## src/rtl/l2_parser_pkg.sv

```systemverilog
// Shared types and default sizing for the L2 parser front end.
package l2_parser_pkg;

    typedef enum logic [1:0] {
        IDLE = 2'd0,
        HDR  = 2'd1,
        BODY = 2'd2,
        DROP = 2'd3
    } seq_state_e;

    localparam int L2_HDR_MIN_BYTES_DEF = 14;
    localparam int L2_HDR_MAX_BYTES_DEF = 18;
    localparam int MAX_FRAME_BYTES_DEF  = 1522;

endpackage

```

## src/rtl/keep_popcount.sv

```systemverilog
// Combinational population count of a byte-enable (tkeep) vector.
module keep_popcount #(
    parameter int W  = 8,
    parameter int CW = $clog2(W + 1)
) (
    input  logic [W-1:0]  keep,
    output logic [CW-1:0] count
);

    always_comb begin
        count = '0;
        for (int i = 0; i < W; i++) begin
            count = count + CW'(keep[i]);
        end
    end

endmodule

```

## src/rtl/l2_frame_seq_ctrl.sv

```systemverilog
// Frame sequencer: AXI-Stream handshakes -> L2 parser control strobes.
// Optional statistics counters are built when L2_FRAME_SEQ_STATS_EN is defined.
module l2_frame_seq_ctrl
    import l2_parser_pkg::*;
#(
    parameter int DATA_WIDTH          = 64,
    parameter int L2_HEADER_MIN_BYTES = L2_HDR_MIN_BYTES_DEF,
    parameter int L2_HEADER_MAX_BYTES = L2_HDR_MAX_BYTES_DEF,
    parameter int MAX_FRAME_BYTES     = MAX_FRAME_BYTES_DEF
) (
    input  logic                    clk,
    input  logic                    rst_n,
    input  logic                    s_valid,
    output logic                    s_ready,
    input  logic                    s_last,
    input  logic [DATA_WIDTH/8-1:0] s_keep,
    input  logic                    m_ready,
    output logic                    m_valid,
    output logic                    frame_start,
    output logic                    beat_accept,
    output logic                    frame_end,
    output logic                    hdr_beat,
    output logic [$clog2(L2_HEADER_MAX_BYTES/(DATA_WIDTH/8)+2)-1:0] hdr_beat_idx,
    output logic                    hdr_done,
    output logic                    runt_err,
    output logic                    oversize_err,
`ifdef L2_FRAME_SEQ_STATS_EN
    input  logic                    stat_clr,
    output logic [31:0]             stat_frames,
    output logic [31:0]             stat_runts,
    output logic [31:0]             stat_drops,
`endif
    output logic                    busy
);

    localparam int BPB = DATA_WIDTH / 8;
    localparam int BW  = $clog2(MAX_FRAME_BYTES + BPB + 1);
    localparam int IW  = $clog2(L2_HEADER_MAX_BYTES / BPB + 2);
    localparam int PCW = $clog2(BPB + 1);

    localparam logic [BW-1:0] HDR_MIN_B = BW'(L2_HEADER_MIN_BYTES);
    localparam logic [BW-1:0] HDR_MAX_B = BW'(L2_HEADER_MAX_BYTES);
    localparam logic [BW-1:0] MAX_FR_B  = BW'(MAX_FRAME_BYTES);

    seq_state_e      state_q, state_d;
    logic [BW-1:0]   bytes_seen_q, bytes_seen_d;
    logic [IW-1:0]   beat_idx_q, beat_idx_d;
    logic            hdr_done_q, hdr_done_d;
    logic            runt_err_q, runt_err_d;
    logic            oversize_err_q, oversize_err_d;

    logic [PCW-1:0]  keep_cnt;
    logic [BW:0]     sum_ext;
    logic [BW-1:0]   new_total;
    logic            acc;

    keep_popcount #(.W(BPB), .CW(PCW)) u_keep_popcount (
        .keep  (s_keep),
        .count (keep_cnt)
    );

    assign s_ready = (state_q == DROP) ? 1'b1 : m_ready;
    assign m_valid = s_valid & (state_q != DROP);
    assign acc     = s_valid & s_ready;

    // First beat restarts the count; later beats accumulate and saturate.
    assign sum_ext   = {1'b0, bytes_seen_q} + (BW + 1)'(keep_cnt);
    assign new_total = (state_q == IDLE) ? BW'(keep_cnt)
                     : (sum_ext[BW] ? {BW{1'b1}} : sum_ext[BW-1:0]);

    always_comb begin
        state_d        = state_q;
        bytes_seen_d   = bytes_seen_q;
        beat_idx_d     = beat_idx_q;
        hdr_done_d     = 1'b0;
        runt_err_d     = 1'b0;
        oversize_err_d = 1'b0;
        frame_start    = 1'b0;
        beat_accept    = 1'b0;
        frame_end      = 1'b0;
        hdr_beat       = 1'b0;
        hdr_beat_idx   = '0;
        if (acc) begin
            bytes_seen_d = new_total;
            unique case (state_q)
                IDLE: begin
                    frame_start = 1'b1;
                    beat_accept = 1'b1;
                    hdr_beat    = 1'b1;
                    if (s_last) begin
                        frame_end  = 1'b1;
                        hdr_done_d = (new_total >= HDR_MIN_B);
                        runt_err_d = (new_total <  HDR_MIN_B);
                    end else if (new_total >= HDR_MAX_B) begin
                        hdr_done_d = 1'b1;
                        state_d    = BODY;
                    end else begin
                        beat_idx_d = IW'(1);
                        state_d    = HDR;
                    end
                end
                HDR: begin
                    hdr_beat     = 1'b1;
                    hdr_beat_idx = beat_idx_q;
                    beat_accept  = 1'b1;
                    if (beat_idx_q != {IW{1'b1}}) begin
                        beat_idx_d = beat_idx_q + IW'(1);
                    end
                    if (s_last) begin
                        frame_end  = 1'b1;
                        hdr_done_d = (new_total >= HDR_MIN_B);
                        runt_err_d = (new_total <  HDR_MIN_B);
                        state_d    = IDLE;
                    end else if (new_total > MAX_FR_B) begin
                        // Only reachable when the frame limit is below the header window.
                        beat_accept    = 1'b0;
                        oversize_err_d = 1'b1;
                        state_d        = DROP;
                    end else if (new_total >= HDR_MAX_B) begin
                        hdr_done_d = 1'b1;
                        state_d    = BODY;
                    end
                end
                BODY: begin
                    if (s_last) begin
                        beat_accept = 1'b1;
                        frame_end   = 1'b1;
                        state_d     = IDLE;
                    end else if (new_total > MAX_FR_B) begin
                        oversize_err_d = 1'b1;
                        state_d        = DROP;
                    end else begin
                        beat_accept = 1'b1;
                    end
                end
                DROP: begin
                    if (s_last) begin
                        state_d = IDLE;
                    end
                end
                default: state_d = IDLE;
            endcase
        end
    end

    always_ff @(posedge clk or negedge rst_n) begin
        if (!rst_n) begin
            state_q        <= IDLE;
            bytes_seen_q   <= '0;
            beat_idx_q     <= '0;
            hdr_done_q     <= 1'b0;
            runt_err_q     <= 1'b0;
            oversize_err_q <= 1'b0;
        end else begin
            state_q        <= state_d;
            bytes_seen_q   <= bytes_seen_d;
            beat_idx_q     <= beat_idx_d;
            hdr_done_q     <= hdr_done_d;
            runt_err_q     <= runt_err_d;
            oversize_err_q <= oversize_err_d;
        end
    end

    assign hdr_done     = hdr_done_q;
    assign runt_err     = runt_err_q;
    assign oversize_err = oversize_err_q;
    assign busy         = (state_q != IDLE);

`ifdef L2_FRAME_SEQ_STATS_EN
    logic [31:0] stat_frames_q, stat_frames_d;
    logic [31:0] stat_runts_q, stat_runts_d;
    logic [31:0] stat_drops_q, stat_drops_d;

    always_comb begin
        stat_frames_d = stat_frames_q;
        stat_runts_d  = stat_runts_q;
        stat_drops_d  = stat_drops_q;
        if (stat_clr) begin
            stat_frames_d = '0;
            stat_runts_d  = '0;
            stat_drops_d  = '0;
        end else begin
            if (frame_end && !runt_err_d && stat_frames_q != '1) stat_frames_d = stat_frames_q + 32'd1;
            if (runt_err_q && stat_runts_q != '1) stat_runts_d = stat_runts_q + 32'd1;
            if (oversize_err_q && stat_drops_q != '1) stat_drops_d = stat_drops_q + 32'd1;
        end
    end

    always_ff @(posedge clk or negedge rst_n) begin
        if (!rst_n) begin
            stat_frames_q <= '0;
            stat_runts_q  <= '0;
            stat_drops_q  <= '0;
        end else begin
            stat_frames_q <= stat_frames_d;
            stat_runts_q  <= stat_runts_d;
            stat_drops_q  <= stat_drops_d;
        end
    end

    assign stat_frames = stat_frames_q;
    assign stat_runts  = stat_runts_q;
    assign stat_drops  = stat_drops_q;
`endif

endmodule

```

## config.mk

```make
export PLATFORM = sky130hd
export DESIGN_NAME = l2_frame_seq_ctrl
export DESIGN_NICKNAME = d
export VERILOG_FILES = /design/src/rtl/l2_parser_pkg.sv /design/src/rtl/keep_popcount.sv /design/src/rtl/l2_frame_seq_ctrl.sv
export SDC_FILE = /design/constraint.sdc
export NUM_CORES = 1
export LEC_CHECK = 0
export ABC_CLOCK_PERIOD_IN_PS = 7400
export BUFFER_PORTS_ARGS = -buffer_cell sky130_fd_sc_hd__buf_2
export CAP_MARGIN = 20
export CELL_PAD_IN_SITES_DETAIL_PLACEMENT = 2
export CELL_PAD_IN_SITES_GLOBAL_PLACEMENT = 2
export CORE_UTILIZATION = 35
export DETAILED_ROUTE_END_ITERATION = 6
export PLACE_DENSITY = 0.82
export SETUP_SLACK_MARGIN = 0.1
export SKIP_LAST_GASP = 1
export SYNTH_ARGS = -nofsm -noshare
export SYNTH_HDL_FRONTEND = slang
export SYNTH_SLANG_ARGS = --single-unit
```

## constraint.sdc

```tcl
create_clock -name clk -period 7.4 [get_ports clk]
set_clock_uncertainty 0.05 [all_clocks]
set_input_delay 0.74 -clock clk [delete_from_list [all_inputs] [get_ports clk]]
set_output_delay 0.74 -clock clk [all_outputs]
set_load 0.1 [all_outputs]
```

Word level (Yosys, flattened, before mapping):

Index checks and enable logic that the tools add are counted.

* logic and storage cells: 82
* output and inout port bits: 12
* register bits after elaboration: 18
* bits of input ports: 13

* $lt $le $gt $ge: 4
* mux-type cells: 42
* equal/unequal tests: 11
* reduce and logical (&&, ||, !) cells: 8
* bitwise gates (word level): 2
* $add $sub $neg: 9

Operator list (number)
* two-way mux 2 bit: 13
* adder 4 x 1 -> 4 bit: 6
* two-way mux 1 bit: 23
* two-way mux 11 bit: 2
* adder 11 x 4 -> 12 bit: 1
* inequality test 2 bit, second input constant: 6
* greater-or-equal comparator 11 x 4 -> 1 bit, second input constant: 1
* greater-or-equal comparator 11 x 5 -> 1 bit, second input constant: 1
* > comparator 11 bit, second input constant: 1
* < comparator 11 x 4 -> 1 bit, second input constant: 1
* AND reduction 5 bit: 2
* one-hot mux 2 bit (4 select lines): 1
* equality test 2 bit, second input constant: 2
* inequality test 4 bit, second input constant: 1
* one-hot mux 1 bit (2 select lines): 2
* one-hot mux 2 bit (2 select lines): 1
* nonzero test 2 bit: 2
* OR reduction 2 bit: 2
* inequality test 3 bit, second input constant: 1
* OR reduction 3 bit: 1
* adder 1 x 1 -> 2 bit: 1
* adder 2 x 1 -> 2 bit, second input constant: 1
* AND 1 bit: 2
* equality test 2 x 1 -> 1 bit, second input constant: 1
* logical NOT 2 bit: 1

Depth between registers and ports, before layout:

* depth in word-level cells: 16
* depth in mapped cells: 17
* mapped depth without buffers: 17

Hierarchy:

From an unflattened synthesis, not the netlist that was laid out.

* cells, all modules: 205
* area total of the unflattened synthesis: 1699.1 µm²

Modules (own cells, without submodules)
* l2_frame_seq_ctrl: instances 1, sequential area each 450.4 µm², area each 1508.9 µm², cells an instance 181
* keep_popcount: instances 1, sequential area each 0.0 µm², area each 190.2 µm², cells an instance 24

Worst setup path after synthesis:

Ideal clock, no wire load.

* kind: input-to-output
* start: in s_keep[0]
* end: out beat_accept
* buffers on the path: 0
* stages: 16
* slack: 0.463 ns
* data arrival time: 6.147 ns
* cell sequence: ha_1 -> inv_1 -> fa_1 -> fa_1 -> fa_1 -> fa_1 -> inv_1 -> fa_1 -> a211oi_2 -> nor2_4 -> o311a_1 -> a2111oi_0 -> o31ai_1 -> nand2_2 -> nor2_1 -> nor2_1

* word-level cells in the longest chain between the ends: 15

Ends and longest elaborated chain
* start: declaration: RTL line l2_frame_seq_ctrl.sv:16 `input logic [DATA_WIDTH/8-1:0] s_keep,`
* adder 1 x 1 -> 2 bit *: RTL line keep_popcount.sv:13 `count = count + CW'(keep[i]);`
* adder 4 x 1 -> 4 bit * (6 in series): RTL line keep_popcount.sv:13
* adder 11 x 4 -> 12 bit: RTL line l2_frame_seq_ctrl.sv:67 `assign sum_ext = {1'b0, bytes_seen_q} + (BW + 1)'(keep_cnt);`
* two-way mux 11 bit: RTL line l2_frame_seq_ctrl.sv:69 `: (sum_ext[BW] ? {BW{1'b1}} : sum_ext[BW-1:0]);`
* two-way mux 11 bit *: RTL line l2_frame_seq_ctrl.sv:68 `assign new_total = (state_q == IDLE) ? BW'(keep_cnt)`
* > comparator 11 bit *: RTL line l2_frame_seq_ctrl.sv:114, l2_frame_seq_ctrl.sv:129
* two-way mux 1 bit *: RTL line l2_frame_seq_ctrl.sv:114, l2_frame_seq_ctrl.sv:129
* two-way mux 1 bit *: RTL line l2_frame_seq_ctrl.sv:125 `if (s_last) begin`
* one-hot mux 1 bit (2 select lines) *: RTL line l2_frame_seq_ctrl.sv:85 `unique case (state_q)`
* two-way mux 1 bit *: RTL line l2_frame_seq_ctrl.sv:83 `if (acc) begin`
* end: declaration: RTL line l2_frame_seq_ctrl.sv:20 `output logic beat_accept,`

Mark *: on every way between the ends. The rest lies on a longest branch, timed or not.

Worst setup path after layout:

Ends and elaborated chain as after synthesis.

==> flow_metrics.tcl <==
set metrics [dict create \
    clk_latency_ps 260 \
    synth_compound_area_share_pct 27.4 \
    seq_area_um2 450 \
    place_congestion 0.811 \
    post_drt_wl_per_cell_um 18.0 \
    via_count 1599 \
    utilization_pct 40.9 \
    netlist_instances 202 \
    ant_nets 0 \
    drtIter0Drc 66 \
    worstSetupStartpointType "primary input" \
    synth_top_family_by_area "compound AO/OA/AOI/OAI gates" \
    power.leakage_nw 0.919 \
    drc_errors 0 \
    arrival_ps 5930 \
    die-area_um2 5270 \
    status "complete, no violations" \
    synth-adder-area-share_pct 14.3 \
    drive_gt1_share_pct 19.2 \
    synth_flop_cell "dfrtp_1" \
    num_rows 25 \
    core_um2 4750 \
    dpl.cell_count 282 \
    cts_resized 0 \
    pwr-share-clk_pct 11.5 \
    swShare_pct 55.6 \
    rsz0062_at_grt "no" \
    cp.required_ps 6610 \
    synth_seq_cells 18 \
    power_w 0.000732 \
    grt_pass1_wl_mm 8.73 \
    synth_area_leaders "dfrtp_1, ha_1, fa_1" \
    final_max_slew_viol_count 0 \
    power_density_nw_per_um2 377 \
    nFillCells 571 \
    min_path_type "in2async" \
    cp_max_fo 9 \
    mostFrequentLayoutCells "buf_2, nand2_1, dfrtp_1" \
    yosys_warnings 0 \
    cts_tree "built" \
    final_cells 286 \
    final_common_cell "buf_2" \
    muxShareOfSynthArea_pct 3.87 \
    htreeDepth 1 \
    seqPwrFrac_pct 20.7 \
    ys_types 61 \
    io_pins 25 \
    synth_async_sr_flop_share_pct 100 \
    synth_top_area_cell "dfrtp_1" \
    power.internal_w 0.000325 \
    cp-end-kind "output port" \
    die_w_um 72.6 \
    cts.sinks 18 \
    relSlewSlack_pct 53.7 \
    synth_top_area_share_pct 25.8 \
    synth_area_um2 1750 \
    dp_hpwl_mm 3.94 \
    clk_path_buf_depth 2 \
    setup_viol 0 \
    timing.fmax_mhz 149 \
    hold_viol 0 \
    dp_slack_ps 675 \
    path_clk_slew_ps 70 \
    initial_utilization_pct 36.7 \
    holdBufCountCts 0 \
    nets 250 \
    chipHeight_um 72.6 \
    fin_crit_ps 6720 \
    cts-buffers-inserted 3 \
    post-cts-setup-buffers 0 \
    avgSynthCellArea_um2 8.64 \
    synth_xor_area_share_pct 2.01 \
    synth_simple_gate_area_share_pct 19.4 \
    gr-total-overflow 0 \
    routed_wl_mm 5.14 \
    max_cap_viol_count 0 \
    min_period_over_period_pct 90.8 \
    n_antenna_cell 0 \
    tns_ps 0 \
    grt_max_degree 19 \
    synth_edf_count 0 \
    tightest_slew_ps 694 \
    avgViaCountPerCell 5.59 \
    grt_pass1_vias 1683 \
    crit_type "in2out" \
    syn_to_final_growth_pct 11.3 \
    synthesis.nets 232 \
    track_usage_pct 21.3 \
    switching_power_w 0.000407 \
    antenna_found_initial 0 \
    first_pass_iters 4 \
    ys_seq_area_share_pct 25.8 \
    port_buffers 24 \
    comb_power_share_pct 67.8 \
    multiInputGateArea_um2 1170 \
    ir_drop_mv 0.158 \
    setup_ws_ps 678 \
    root_buffer "clkbuf_8" \
]
-- sequential cells by signal (all words and copies together), names as in the netlist --
signal,cells
hdr_done,1
oversize_err,1
bytes_seen_q,11
beat_idx_q,2
state_q,2
runt_err,1
-- area by class of cell --
class	instances	area share, %
Inverter	17	3.28
Sequential cell	18	23.2
Multi-Input combinational cell	156	60.2
Clock buffer	4	2.83
Timing Repair Buffer	24	6.18
Tap cell	67	4.31
-- synthesized netlist by cell type, types with 2 or more instances --
| cell type | number |
|---|---|
| nand2_1 | 23 |
| dfrtp_1 | 18 |
| inv_1 | 16 |
| nor2_1 | 14 |
| ha_1 | 12 |
| o21ai_0 | 9 |
| a21oi_1 | 8 |
| and3_1 | 5 |
| fa_1 | 5 |
| nand3_1 | 5 |
| a31oi_1 | 4 |
| buf_2 | 4 |
| clkbuf_1 | 4 |
| nand4_1 | 4 |
| nor2b_1 | 4 |
| a21o_1 | 3 |
| a22oi_1 | 3 |
| a41o_1 | 3 |
| a41oi_1 | 3 |
| mux2i_1 | 3 |
| o21ai_1 | 3 |
| o31ai_1 | 3 |
| a211o_1 | 2 |
| a211oi_1 | 2 |
| a31o_1 | 2 |
| buf_4 | 2 |
| nor3_2 | 2 |
| xnor2_1 | 2 |
| xor2_1 | 2 |
-- through the flow --
stage                     hold slack [ps]  instance area (µm²)
after floorplan                       394                 1750
after global placement                425                 1890
after detailed placement              453                 1890
after CTS                             374                 1940
after global routing                  386                 1940
final                                 359                 1940
-- worst max-delay path, cell delays in order --
cell	delay, ps
buf_2	100
ha_1	270
inv_1	50
fa_1	490
fa_1	430
fa_1	440
fa_1	560
inv_1	90
fa_1	480
a211oi_2	430
nor2_4	130
o311a_1	340
a2111oi_0	470
o31ai_1	170
nand2_2	150
nor2_1	80
nor2_1	100
buf_2	430
-- power groups by stage --
stage	Combinational (W)	Sequential (W)	Clock, W
floorplan	0.000384	0.000154	0
global placement	0.000476	0.000151	0
detailed placement	0.000492	0.000153	0
CTS	0.000498	0.000152	0.0000867
global route	0.000542	0.000155	0.0000893
finish	0.000496	0.000152	0.0000841
-- routing by layer --
| metal | part of all wire [%] | up-vias | track usage [%] |
|---|---|---|---|
| li1 | - | 773 | - |
| met1 | 48 | 807 | 29.4 |
| met2 | 49 | 14 | 36.1 |
| met3 | 1.5 | 5 | 2.90 |
| met4 | 0.84 | 0 | 3.27 |
| met5 | 0 | - | 0 |
-- final timing paths --
| path | start | endpoint | slack, ps | cells after the start |
|---|---|---|---|---|
| setup / recovery | s_keep[0] | beat_accept | 680 | 18 |
| hold / removal | rst_n | oversize_err | 360 | 1 |
| setup reg to reg | bytes_seen_q[0] | state_q[0] | 4060 | 10 |
| hold reg to reg | bytes_seen_q[0] | bytes_seen_q[0] | 470 | 1 |
| max in group asynchronous | rst_n | bytes_seen_q[4] | 6640 | 1 |
| min in group clk | bytes_seen_q[0] | bytes_seen_q[0] | 470 | 1 |
-- cell families after synthesis --
group / Yosys count
buffers and inverters: 28
multiplexers: 6
flip-flops: 18
AND/OR/NAND/NOR: 67
adder cells (fa/ha/maj): 17
XOR/XNOR: 4
AO/OA/AOI/OAI: 62
(Power assumes the default switching activity.)
